**src/rtl/prng_share_ctrl.sv**
```systemverilog
// Shared Fibonacci-LFSR random word source serving two requesters round-robin.
// Each grant collects OUT_BITS LFSR output bits, stepping once every DIV clocks.
module prng_share_ctrl #(
  parameter int                 DIV      = 600,
  parameter int                 LFSR_W   = 4,
  parameter logic [LFSR_W-1:0]  TAPS     = 4'b1001,
  parameter logic [LFSR_W-1:0]  SEED     = 4'hF,
  parameter int                 OUT_BITS = 8
) (
  input  logic                CLK,
  input  logic                RST,
  input  logic [1:0]          req,
  input  logic                seed_load,
  input  logic [LFSR_W-1:0]   seed_in,
  output logic [1:0]          grant,
  output logic [OUT_BITS-1:0] word_out,
  output logic                word_valid,
  output logic                busy,
  output logic                seed_zero,
  output logic [1:0]          state_dbg
);

  // Handshake: req[i] is a level held until word_valid is seen; grant is one-hot
  // from the sampling edge through the single word_valid cycle, and dropping the
  // granted req before then abandons the word without a strobe.

  localparam int PW = (DIV > 1) ? $clog2(DIV) : 1;
  localparam int CW = $clog2(OUT_BITS + 1);
  localparam logic [PW-1:0] PRE_MAX  = PW'(DIV - 1);
  localparam logic [CW-1:0] CNT_LAST = CW'(OUT_BITS - 1);

  typedef enum logic [1:0] {S_IDLE = 2'd0, S_RUN = 2'd1, S_DONE = 2'd2} state_t;

  state_t              state, state_nxt;
  logic [PW-1:0]       presc;
  logic [CW-1:0]       bit_cnt;
  logic [LFSR_W-1:0]   lfsr;
  logic [OUT_BITS-1:0] word_sr;
  logic                last_served;
  logic                fb, req_held, step, last_step, start, pick;
  logic [1:0]          grant_nxt;
  logic                valid_nxt, busy_nxt;

  assign fb        = ^(lfsr & TAPS);
  assign req_held  = |(req & grant);
  assign start     = (state == S_IDLE) && !seed_load && (|req);
  assign step      = (state == S_RUN) && req_held && (presc == PRE_MAX);
  assign last_step = step && (bit_cnt == CNT_LAST);
  assign state_dbg = state;

  // On a tie the requester that was not served last wins.
  always_comb begin
    if (req[0] && req[1]) pick = ~last_served;
    else                  pick = req[1];
  end

  always_ff @(posedge CLK or posedge RST) begin
    if (RST) state <= S_IDLE;
    else     state <= state_nxt;
  end

  always_comb begin
    state_nxt = state;
    case (state)
      S_IDLE: if (start) state_nxt = S_RUN;
      S_RUN: begin
        if (!req_held)      state_nxt = S_IDLE;
        else if (last_step) state_nxt = S_DONE;
      end
      S_DONE:  state_nxt = S_IDLE;
      default: state_nxt = S_IDLE;
    endcase
  end

  always_comb begin
    grant_nxt = 2'b00;
    valid_nxt = 1'b0;
    case (state)
      S_IDLE: if (start) grant_nxt = pick ? 2'b10 : 2'b01;
      S_RUN: begin
        if (req_held) begin
          grant_nxt = grant;
          valid_nxt = last_step;
        end
      end
      default: ;
    endcase
    busy_nxt = (state_nxt != S_IDLE);
  end

  always_ff @(posedge CLK or posedge RST) begin
    if (RST) begin
      grant       <= 2'b00;
      word_valid  <= 1'b0;
      busy        <= 1'b0;
      word_out    <= '0;
      word_sr     <= '0;
      lfsr        <= SEED;
      presc       <= '0;
      bit_cnt     <= '0;
      last_served <= 1'b1;
      seed_zero   <= 1'b0;
    end else begin
      grant      <= grant_nxt;
      word_valid <= valid_nxt;
      busy       <= busy_nxt;

      if (state == S_IDLE && seed_load) begin
        if (seed_in == '0) begin
          lfsr      <= SEED;
          seed_zero <= 1'b1;
        end else begin
          lfsr <= seed_in;
        end
      end else if (step) begin
        // An all-zero register would lock up, so it restarts from SEED.
        lfsr    <= (lfsr == '0) ? SEED : {lfsr[LFSR_W-2:0], fb};
        word_sr <= {word_sr[OUT_BITS-2:0], fb};
        if (last_step) word_out <= {word_sr[OUT_BITS-2:0], fb};
      end

      if (start) begin
        presc       <= '0;
        bit_cnt     <= '0;
        last_served <= pick;
      end else if (state == S_RUN) begin
        presc <= (presc == PRE_MAX) ? '0 : presc + 1'b1;
        if (step) bit_cnt <= bit_cnt + 1'b1;
      end
    end
  end

endmodule
```
**config.mk**
```make
export PLATFORM = sky130hd
export DESIGN_NAME = prng_share_ctrl
export DESIGN_NICKNAME = d
export VERILOG_FILES = /design/src/rtl/prng_share_ctrl.sv
export SDC_FILE = /design/constraint.sdc
export NUM_CORES = 1
export LEC_CHECK = 0
export CORE_ASPECT_RATIO = 0.5
export CORE_UTILIZATION = 35
export DETAILED_ROUTE_END_ITERATION = 8
export PLACE_DENSITY = 0.56
export SETUP_SLACK_MARGIN = 0.1
export SLEW_MARGIN = 20
export SYNTH_ARGS = -nofsm -noshare
export SYNTH_HDL_FRONTEND = slang
export SYNTH_SLANG_ARGS = --single-unit
```
**constraint.sdc**
```tcl
create_clock -name CLK -period 1.8 [get_ports CLK]
set_input_delay 0.36 -clock CLK [delete_from_list [all_inputs] [get_ports CLK]]
set_output_delay 0.36 -clock CLK [all_outputs]
set_load 0.02 [all_outputs]
```
==> flow_metrics.py, run 1 <==
metrics = {
    "power_and_ir_drop": {
        "swShare": 0.2597,
        "p_total_mw": 2.261,
        "ir_drop_mv": 0.4140,
        "seqPwrFrac": 0.464,
        "clockPowerShare": 0.387,
        "internal_power_mw": 1.674,
        "leakagePower_nw": 1.287,
        "combPwrFrac": 0.149,
        "p_per_area_mw_per_mm2": 810.8,
        "p_switching_mw": 0.5872,
    },
    "floorplan": {
        "rows": 19,
        "die_area_mm2": 0.006111,
        "die_width_um": 109.6,
        "top_level_ports": 24,
        "fp.dieH_um": 55.78,
        "coreArea_mm2": 0.005515,
        "start_util": 0.3671,
    },
    "global_routing": {
        "grt_overflow": 0,
        "grt_max_degree": 42,
        "antenna_found_initial": 0,
        "track_usage": 0.1548,
        "grt_pass1_wl_mm": 7.100,
        "grt_pass1_vias": 1482,
    },
    "synth": {
        "ys_seq_area_frac": 0.5099,
        "synthCells": 175,
        "syn_area_per_cell_um2": 11.57,
        "yosys_warnings": 0,
        "synth-edff-count": 0,
        "synth_fp_nets": 186,
        "synth.distinct_cells": 49,
        "async_flop_share": 1.000,
        "netlist_area_mm2": 0.002024,
        "yosys_most_used_dff": "dfrtp_1",
        "synth-seq-cells": 41,
    },
    "cts": {
        "cts.sinks": 41,
        "cts_buffer_depth": 2,
        "cts_inserted_buffers": 5,
        "ctsHoldBuffers": 0,
        "clk_pin_slew_ns": 0.06,
        "tritoncts": "yes",
        "root_buffer": "clkbuf_16",
        "clkLatencyLatePin_ns": 0.28,
        "htreeDepth": 2,
    },
    "timing": {
        "relSlewSlack": 0.7006,
        "fmax_ghz": 0.5889,
        "tns_ns": 0,
        "finalHoldViolCount": 0,
        "period_needed_ns": 1.698,
        "worst_slew_pin_slew_ns": 0.4450,
        "rsz0062_at_grt": "yes",
        "fin_crit_sh": 0.9433,
        "drv_slew": 0,
        "setup_violations": 0,
        "setup_slack_ns": 0.1020,
        "skew_ns": 0.007737,
        "hold-worst-slack_ns": 0.4349,
    },
    "drt": {
        "viasPerCell": 4.990,
        "routed_wl_mm": 4.258,
        "met1_length_mm": 2.191,
        "top_layer_used": "met4",
        "drc": 0,
        "drtAntennaViolNets": 0,
        "wl_met3_um": 112,
        "wl_met2_mm": 1.900,
        "wire_per_inst_um": 13.96,
        "firstDrtPassIters": 4,
        "drt_iter0_drc": 49,
        "route.vias.total": 1522,
    },
    "critical_path": {
        "arrival_ns": 1.86,
        "critical_path_required_ns": 1.96,
        "path_max_fanout": 5,
        "critical_path.startpoint_type": "register",
        "criticalPathCategory": "reg -> reg",
        "end_kind": "register",
    },
    "cells_and_area": {
        "nets": 242,
        "drive_above_1_share": 0.3405,
        "syn_to_final_growth_pct": 37.76,
        "finish.utilization": 0.5057,
        "seqCellArea_mm2": 0.001036,
        "multi_input_area_mm2": 0.001012,
        "nFillCells": 502,
        "diodes": 0,
    },
    "placement": {
        "hpwl_mm": 2.833,
        "gp_congestion": 0.7854,
        "io_buffer_count": 23,
        "place_ws_ns": -0.2355,
    },
    "hold_path": {
        "hold_class": "in -> async",
    },
    "job": {
        "maxCapViolations": 0,
    },
    "outcome": {
        "outcome": "finished, final reports clean",
    },
}
## critical path, stage by stage, from the launching register on
cell     delay [ns]
dfrtp_1        0.38
ha_2           0.18
and4b_2        0.27
nand4_4        0.19
nor2_8         0.22
mux2_1         0.33
## cells in the final DEF, fill, tap and decap left out, types with 3 or more instances in the layout
cell type,n
o21ai_0,9
o211ai_1,4
dfrtp_2,3
clkdlybuf4s50_1,19
or3_1,3
mux2_4,11
nand2_1,12
a21o_1,3
dfstp_2,5
a21oi_1,7
nor2_1,13
or4_1,3
xor2_1,4
mux2_2,3
inv_1,3
buf_4,28
dfrtp_1,33
clkbuf_16,5
nor3_1,5
nand3_1,9
## Yosys cell counts (3+ instances only)
| library cell | n | area share |
|---|---|---|
| a21o_1 | 3 | 0.011 |
| a21oi_1 | 9 | 0.022 |
| dfrtp_1 | 36 | 0.44 |
| dfstp_2 | 5 | 0.065 |
| inv_1 | 3 | 0.0056 |
| mux2_1 | 8 | 0.045 |
| mux2_2 | 3 | 0.017 |
| mux2_4 | 4 | 0.030 |
| nand2_1 | 12 | 0.022 |
| nand3_1 | 9 | 0.022 |
| nor2_1 | 13 | 0.024 |
| nor3_1 | 5 | 0.012 |
| o211ai_1 | 4 | 0.015 |
| o21ai_0 | 9 | 0.022 |
| or3_1 | 3 | 0.0093 |
| or4_1 | 3 | 0.011 |
| xor2_1 | 4 | 0.017 |
## layout make-up
cell class,instances,share of cell area
Clock buffer,6,0.04621
Inverter,3,0.004038
Tap cell,73,0.03275
Timing Repair Buffer,54,0.1772
Sequential cell,41,0.3715
Clock inverter,2,0.005384
Multi-Input combinational cell,126,0.3629
## timing repair
item,4_1_cts,5_1_grt
resized for setup,5,15
endpoints found under the setup margin,10,25
cloned,1,0
buffers inserted,5,3
pin swaps,5,8
## registers in the layout, indices dropped and copies added (netlist names)
signal,count
bit_cnt,4
busy,1
grant,2
last_served,1
lfsr,4
presc,10
seed_zero,1
state_dbg,2
word_out,8
word_sr,7
word_valid,1
## metrics by stage
stage                     std cells  cell area, µm²
after CTS                       302            2706
final                           305            2789
after global routing            305            2789
after floorplan                 175            2034
after detailed placement        288            2505
after global placement          288            2505
## path summary, 6_finish.rpt
check | start | cells after the start | endpoint | slack (ns)
setup reg to reg | presc[1] | 5 | word_out[4] | 0.10
hold reg to reg | seed_zero | 1 | seed_zero | 0.45
hold / removal | RST | 3 | word_out[0] | 0.43
min in group CLK | seed_zero | 1 | seed_zero | 0.45
setup / recovery | presc[1] | 5 | word_out[4] | 0.10
max in group asynchronous | RST | 3 | last_served | 1.10
## power by group through the flow
stage	logic (mW)	clock network [mW]	registers [mW]
final	0.337	0.876	1.05
after detailed placement	0.321	0	1.06
after global placement	0.317	0	1.06
after CTS	0.335	0.897	1.05
after global routing	0.375	0.942	1.06
after floorplan	0.183	0	1.06
## cells by family after synthesis
group / share of synthesized area
XOR/XNOR: 0.01730
flip-flops: 0.5099
multiplexers: 0.1007
AND/OR/NAND/NOR: 0.2126
AO/OA/AOI/OAI: 0.1205
adder cells (fa/ha/maj): 0.01236
buffers and inverters: 0.02658
## routing by layer
| layer | track usage | vias up |
|---|---|---|
| li1 | - | 758 |
| met1 | 0.2193 | 747 |
| met2 | 0.2237 | 12 |
| met3 | 0.03981 | 5 |
| met4 | 0.06476 | 0 |
| met5 | 0 | - |
(Power assumes the default switching activity.)
==> run 2: changes to the inputs <==
Settings changed: ABC_AREA from default to 1.
==> run 2 against run 1 <==
Setup slack better by 0.051 ns; synthesized area down 0.56%; flip-flop and latch count did not move; combinational power rose by 2%; register-to-register slack gained 0.15 ns; design area decreased by 7.4%; via count up 3.6%; total power grew 7.9%; sequential power is essentially flat; non-clock buffer count decreased by 19; critical path type is now reg -> out; largest power group unchanged; highest routed layer unchanged.
==> flow_metrics.py, run 2 <==
metrics = {
    "outcome": {
        "outcome": "finished, final reports clean",
    },
    "global_routing": {
        "grt_pass1_vias": 1542,
        "grt_pass1_wl_mm": 6.610,
        "grt_max_degree": 42,
        "antenna_found_initial": 0,
        "track_usage": 0.1417,
        "grt_overflow": 0,
    },
    "synth": {
        "ys_seq_area_frac": 0.5127,
        "synth_common_cells": "nand2_1 (66), dfrtp_1 (36), inv_1 (27)",
        "syn_area_per_cell_um2": 8.423,
        "synth.largest_area_cell": "dfrtp_1",
        "synth_fp_nets": 250,
        "yosys_warnings": 0,
        "synthCells": 239,
        "netlist_area_mm2": 0.002013,
        "async_flop_share": 1.000,
        "synth.distinct_cells": 30,
        "yosysMostFrequentCell": "nand2_1",
        "yosys_most_used_dff": "dfrtp_1",
        "yosysTopAreaCellShare": 0.4475,
        "synth_area_leaders": "dfrtp_1 (45%), nand2_1 (12%), dfstp_2 (6.5%)",
        "synth-seq-cells": 41,
        "synth-edff-count": 0,
    },
    "timing": {
        "rsz0062_at_grt": "yes",
        "finalHoldViolCount": 0,
        "fmax_ghz": 0.6073,
        "period_needed_ns": 1.647,
        "setup_violations": 0,
        "tns_ns": 0,
        "worst_slew_pin_slew_ns": 0.3548,
        "hold-worst-slack_ns": 0.4379,
        "skew_ns": 0.006131,
        "relSlewSlack": 0.7617,
        "drv_slew": 0,
        "fin_crit_sh": 0.9148,
    },
    "cells_and_area": {
        "final_cell_mix": "nand2_1 (66), dfrtp_1 (36), inv_1 (27)",
        "syn_to_final_growth_pct": 28.22,
        "regMostFlops": "presc",
        "top_regs": "presc: 10 flops, word_out: 8 flops, word_sr: 7 flops",
        "diodes": 0,
        "layout_commonest_cell": "nand2_1",
        "drive_above_1_share": 0.1516,
        "nFillCells": 522,
        "nets": 287,
        "largest_register_ffs": 10,
    },
    "critical_path": {
        "crit_buf_inv": 1,
        "crit_family": "buffers and inverters",
        "end_kind": "output port",
        "critical_path_required_ns": 1.44,
        "path_max_fanout": 3,
        "cp_slowest_cell": "clkdlybuf4s50_1",
        "critical_path.startpoint_type": "register",
        "slowest_delay_ns": 0.62,
        "arrival_ns": 1.29,
        "criticalPathCategory": "reg -> out",
        "path_cells": "clkdlybuf4s50_1",
    },
    "floorplan": {
        "die_width_um": 109.3,
        "start_util": 0.3650,
        "rows": 19,
        "coreArea_mm2": 0.005515,
        "top_level_ports": 24,
        "fp.dieH_um": 55.63,
        "die_area_mm2": 0.006078,
    },
    "drt": {
        "drtAntennaViolNets": 0,
        "route.vias.total": 1577,
        "viasPerCell": 4.506,
        "wire_per_inst_um": 10.84,
        "drt_iter0_drc": 64,
        "routed_wl_mm": 3.795,
        "firstDrtPassIters": 4,
        "drc": 0,
    },
    "cts": {
        "clkLatencyLatePin_ns": 0.28,
        "cts_inserted_buffers": 5,
        "cts.sinks": 41,
        "root_buffer": "clkbuf_16",
        "clk_pin_slew_ns": 0.06,
        "tritoncts": "yes",
        "htreeDepth": 2,
        "cts_buffer_depth": 2,
        "ctsHoldBuffers": 0,
    },
    "power_and_ir_drop": {
        "leakagePower_nw": 1.342,
        "p_per_area_mw_per_mm2": 944.9,
        "p_total_mw": 2.439,
        "ir_drop_mv": 0.4393,
    },
    "placement": {
        "hpwl_mm": 2.661,
        "io_buffer_count": 23,
        "gp_congestion": 0.7915,
    },
    "job": {
        "maxCapViolations": 0,
    },
    "hold_path": {
        "hold_class": "in -> async",
    },
}
-- run 2: cell types whose count changed after synthesis, sizes merged, moves of 8 or more --
cell / delta
nand3: +8
nand2: +56
nor2: +8
inv: +27
mux2: -15
o21ai: +12
-- run 2: final cells by class --
class	count	area (µm²)	area share
Timing Repair Buffer	35	335.3	0.1299
Sequential cell	41	1032	0.3999
Inverter	31	116.4	0.04508
Clock buffer	5	125.1	0.04847
Multi-Input combinational cell	162	834.6	0.3233
Tap cell	73	91.34	0.03539
Clock inverter	3	46.29	0.01794
-- run 2: worst reg2reg max path: cells and delay by family (launching register included) --
| family | cells | cell delay (ns) |
|---|---|---|
| simple gates | 6 | 0.59 |
| flops | 1 | 0.41 |
| buf+inv | 2 | 0.24 |
| fa+ha+maj | 1 | 0.20 |
-- run 2: layer usage --
layer / GRT usage / vias to the layer above / wire [µm]
met5: 0 / - / 0
met4: 0.05714 / 0 / 56
met3: 0.04098 / 5 / 105
met2: 0.2282 / 15 / 1698
met1: 0.1796 / 718 / 1935
li1: - / 839 / -
-- run 2: worst paths after layout --
kind / from / endpoint / slack [ns] / cells after the start
worst max register to register: presc[1] / word_out[1] / 0.25 / 9
worst min register to register: last_served / last_served / 0.47 / 2
worst max-delay path: state_dbg[1] / state_dbg[1] / 0.15 / 1
worst min-delay path: RST / word_out[1] / 0.44 / 3
max in group asynchronous: RST / lfsr[3] / 1.11 / 3
min in group CLK: last_served / last_served / 0.47 / 2
-- run 2: what timing repair did --
action | in CTS | in global routing
hold endpoints to repair | 0 | 0
endpoints found under the setup margin | 0 | 9
resized for setup | 0 | 3
buffers inserted | 0 | 5
-- run 2: logic make-up (layout without fill, tap and decap cells) --
kind of cell | Yosys count | count (layout) | share of synthesized area
xor+xnor | 3 | 3 | 0.01305
flops | 41 | 41 | 0.5127
fa+ha+maj | 2 | 2 | 0.01243
compound gates | 38 | 38 | 0.1131
simple gates | 118 | 119 | 0.2716
buf+inv | 37 | 74 | 0.07706
-- run 2: per-stage QoR --
step	area, µm²	worst slack, ns	utilization	instances
after global routing	2581	0.1018	0.4680	350
after global placement	2361	0.006908	0.4281	336
after detailed placement	2361	-0.05842	0.4281	336
after floorplan	2013	0.2937	-	239
after CTS	2532	0.1373	0.4592	344
final	2581	0.1534	0.4680	350
-- run 2: power breakdown --
group,switching [mW],internal [mW]
combinational,0.199,0.145
sequential,0.0602,1.02
clock,0.363,0.656
total,0.622,1.82
==> edit, RTL diff (config.mk and constraints of run 1) <==
Make the reset (`RST`) synchronous in 2 clocked blocks.
--- a/src/rtl/prng_share_ctrl.sv
+++ b/src/rtl/prng_share_ctrl.sv
@@ -56,3 +56,3 @@
 
-  always_ff @(posedge CLK or posedge RST) begin
+  always_ff @(posedge CLK) begin
     if (RST) state <= S_IDLE;
@@ -90,3 +90,3 @@
 
-  always_ff @(posedge CLK or posedge RST) begin
+  always_ff @(posedge CLK) begin
     if (RST) begin
Check against the original RTL: differs if RST is asserted again (counterexample within 4 cycles, from zero or initial values and one cycle with RST high); with RST held inactive, the same outputs for 10 cycles.
==> edit against run 1 <==
Die area fell by 10%; synthesized area fell by 10%; worst setup slack improved by 56 ps; routed wire length is 0.35% lower; sequential cell count did not move; synthesized cell count is 19% higher; non-clock buffer count shrank 4; design area shrank 15%.
Power is not compared: it rests on default switching activity, and its combinational part moved more than twofold at a synthesized area within 25%.
==> edit: results (changes against run 1) <==
- Hold Path Class: register to register
- Pin count of the biggest net entering global routing: 22 (-48%)
- Vias in the first global route: 1,470 (-0.81%)
- Clk_skew: 5.95 ps (-1.78 ps)
- Met3 Routed Length: 184 µm (+64%)
- Nets: 265 (+9.5%)
- Placed Cells: 312 (+8.3%)
- Crit path DAT: 1830 ps (-30 ps)
- All-Layer GR Usage: 16.1% (+0.59 points)
- Seq/total area: 34.5% (-2.6 points)
- Top cells by area, synth: dfxtp_1, a21oi_1, o21ai_0, nand2_1, nand3_1
- Placement Setup Slack: -157 ps (+78.4 ps)
- Adder-cell share of the synthesized area: 1.38% (+0.14 points)
- First-pass GRT wire length: 6.73 mm (-5.3%)
- CP max FO: 2 (-3)
- DR WL/cell: 13.1 µm (-6.5%)
- Synth cell count leaders: dfxtp_1, a21oi_1, nand2_1, o21ai_0, nor2_1
- Register area share after synthesis: 45.2% (-5.8 points)
- Clock network area share: 3.68% (-1.5 points)
- Post-cts sizing count: 3 (-2)
- Data buffer area share: 18.2% (+0.52 points)
- Post-route core utilization: 48.0% (-2.5 points)
- Library cells used by synthesis: 41 (-16%)
- Post-Route M1 WL: 2.13 mm (-2.8%)
- Comb_multi_in: 153 (+21%)
- DRT iter0 DRCs: 34 (-31%)
- Xor and xnor fraction of the mapped netlist area: 4.34% (+2.6 points)
- Layout fillers: 512 (+2.0%)
- FF/Latch Area: 822 µm² (-21%)
- Multiplexer area fraction after synthesis: 0% (-10 points)
- Post-synth top flop: dfxtp_1
- Post-CTS Setup Bufs: 0 (-5)
- Signal buffers: 50 (-7.4%)
- Asr flop ratio synth: 0% (-100 points)
- Via-to-Cell Ratio: 5.09 (+1.9%)
- Clock latency on the worst-skew pair: 300 ps (+20 ps)
- Placed Instance Area: 2230 µm² (-11%)
- Num sequential: 41 (unchanged)
- CTS clk-pin slew, worst paths: 80 ps (+20 ps)
- Largest regs: presc: 10 flops, word_out: 8 flops, word_sr: 7 flops
- Slew Limit Headroom: 73.9% (+3.8 points)
- CTS root buffer: clkbuf_8
- Share of cells above drive strength 1: 18.8% (-15 points)
- Placer Congestion: 0.748 (-4.7%)
- Status: completed
- Mapped Nets: 220 (+18%)
- Compound-Gate Fraction of Synth Area: 17.6% (+5.6 points)
- Syn avg cell area: 8.69 µm² (-25%)
- Met2 wire length: 1.86 mm (-2.1%)
-- edit: power by group --
part | total, mW | internal [mW] | switching (mW)
sequential | 0.938 | 0.921 | 0.0170
combinational | 0.139 | 0.0713 | 0.0677
clock | 0.611 | 0.273 | 0.338
-- edit: worst paths after layout --
path,cells after the start,from,slack (ps),endpoint
hold / removal,2,bit_cnt[1]$_SDFFE_PP0P_,480,bit_cnt[1]$_SDFFE_PP0P_
setup / recovery,5,seed_load,160,lfsr[0]$_SDFFE_PP1P_
setup reg to reg,5,presc[7]$_SDFFE_PP0P_,210,state_dbg[0]$_SDFF_PP0_
hold reg to reg,2,bit_cnt[1]$_SDFFE_PP0P_,480,bit_cnt[1]$_SDFFE_PP0P_
-- edit: metal layers --
layer / track usage (%) / up-vias
li1: - / 840
met3: 4.06 / 9
met5: 0 / -
met1: 20.3 / 783
met2: 26.6 / 21
met4: 7.14 / 0
-- edit: critical path, cell delays in order --
cell and delay (ps):
clkdlybuf4s50_1 470, or3b_4 380, or4_1 470, o41ai_1 80, a21oi_1 70
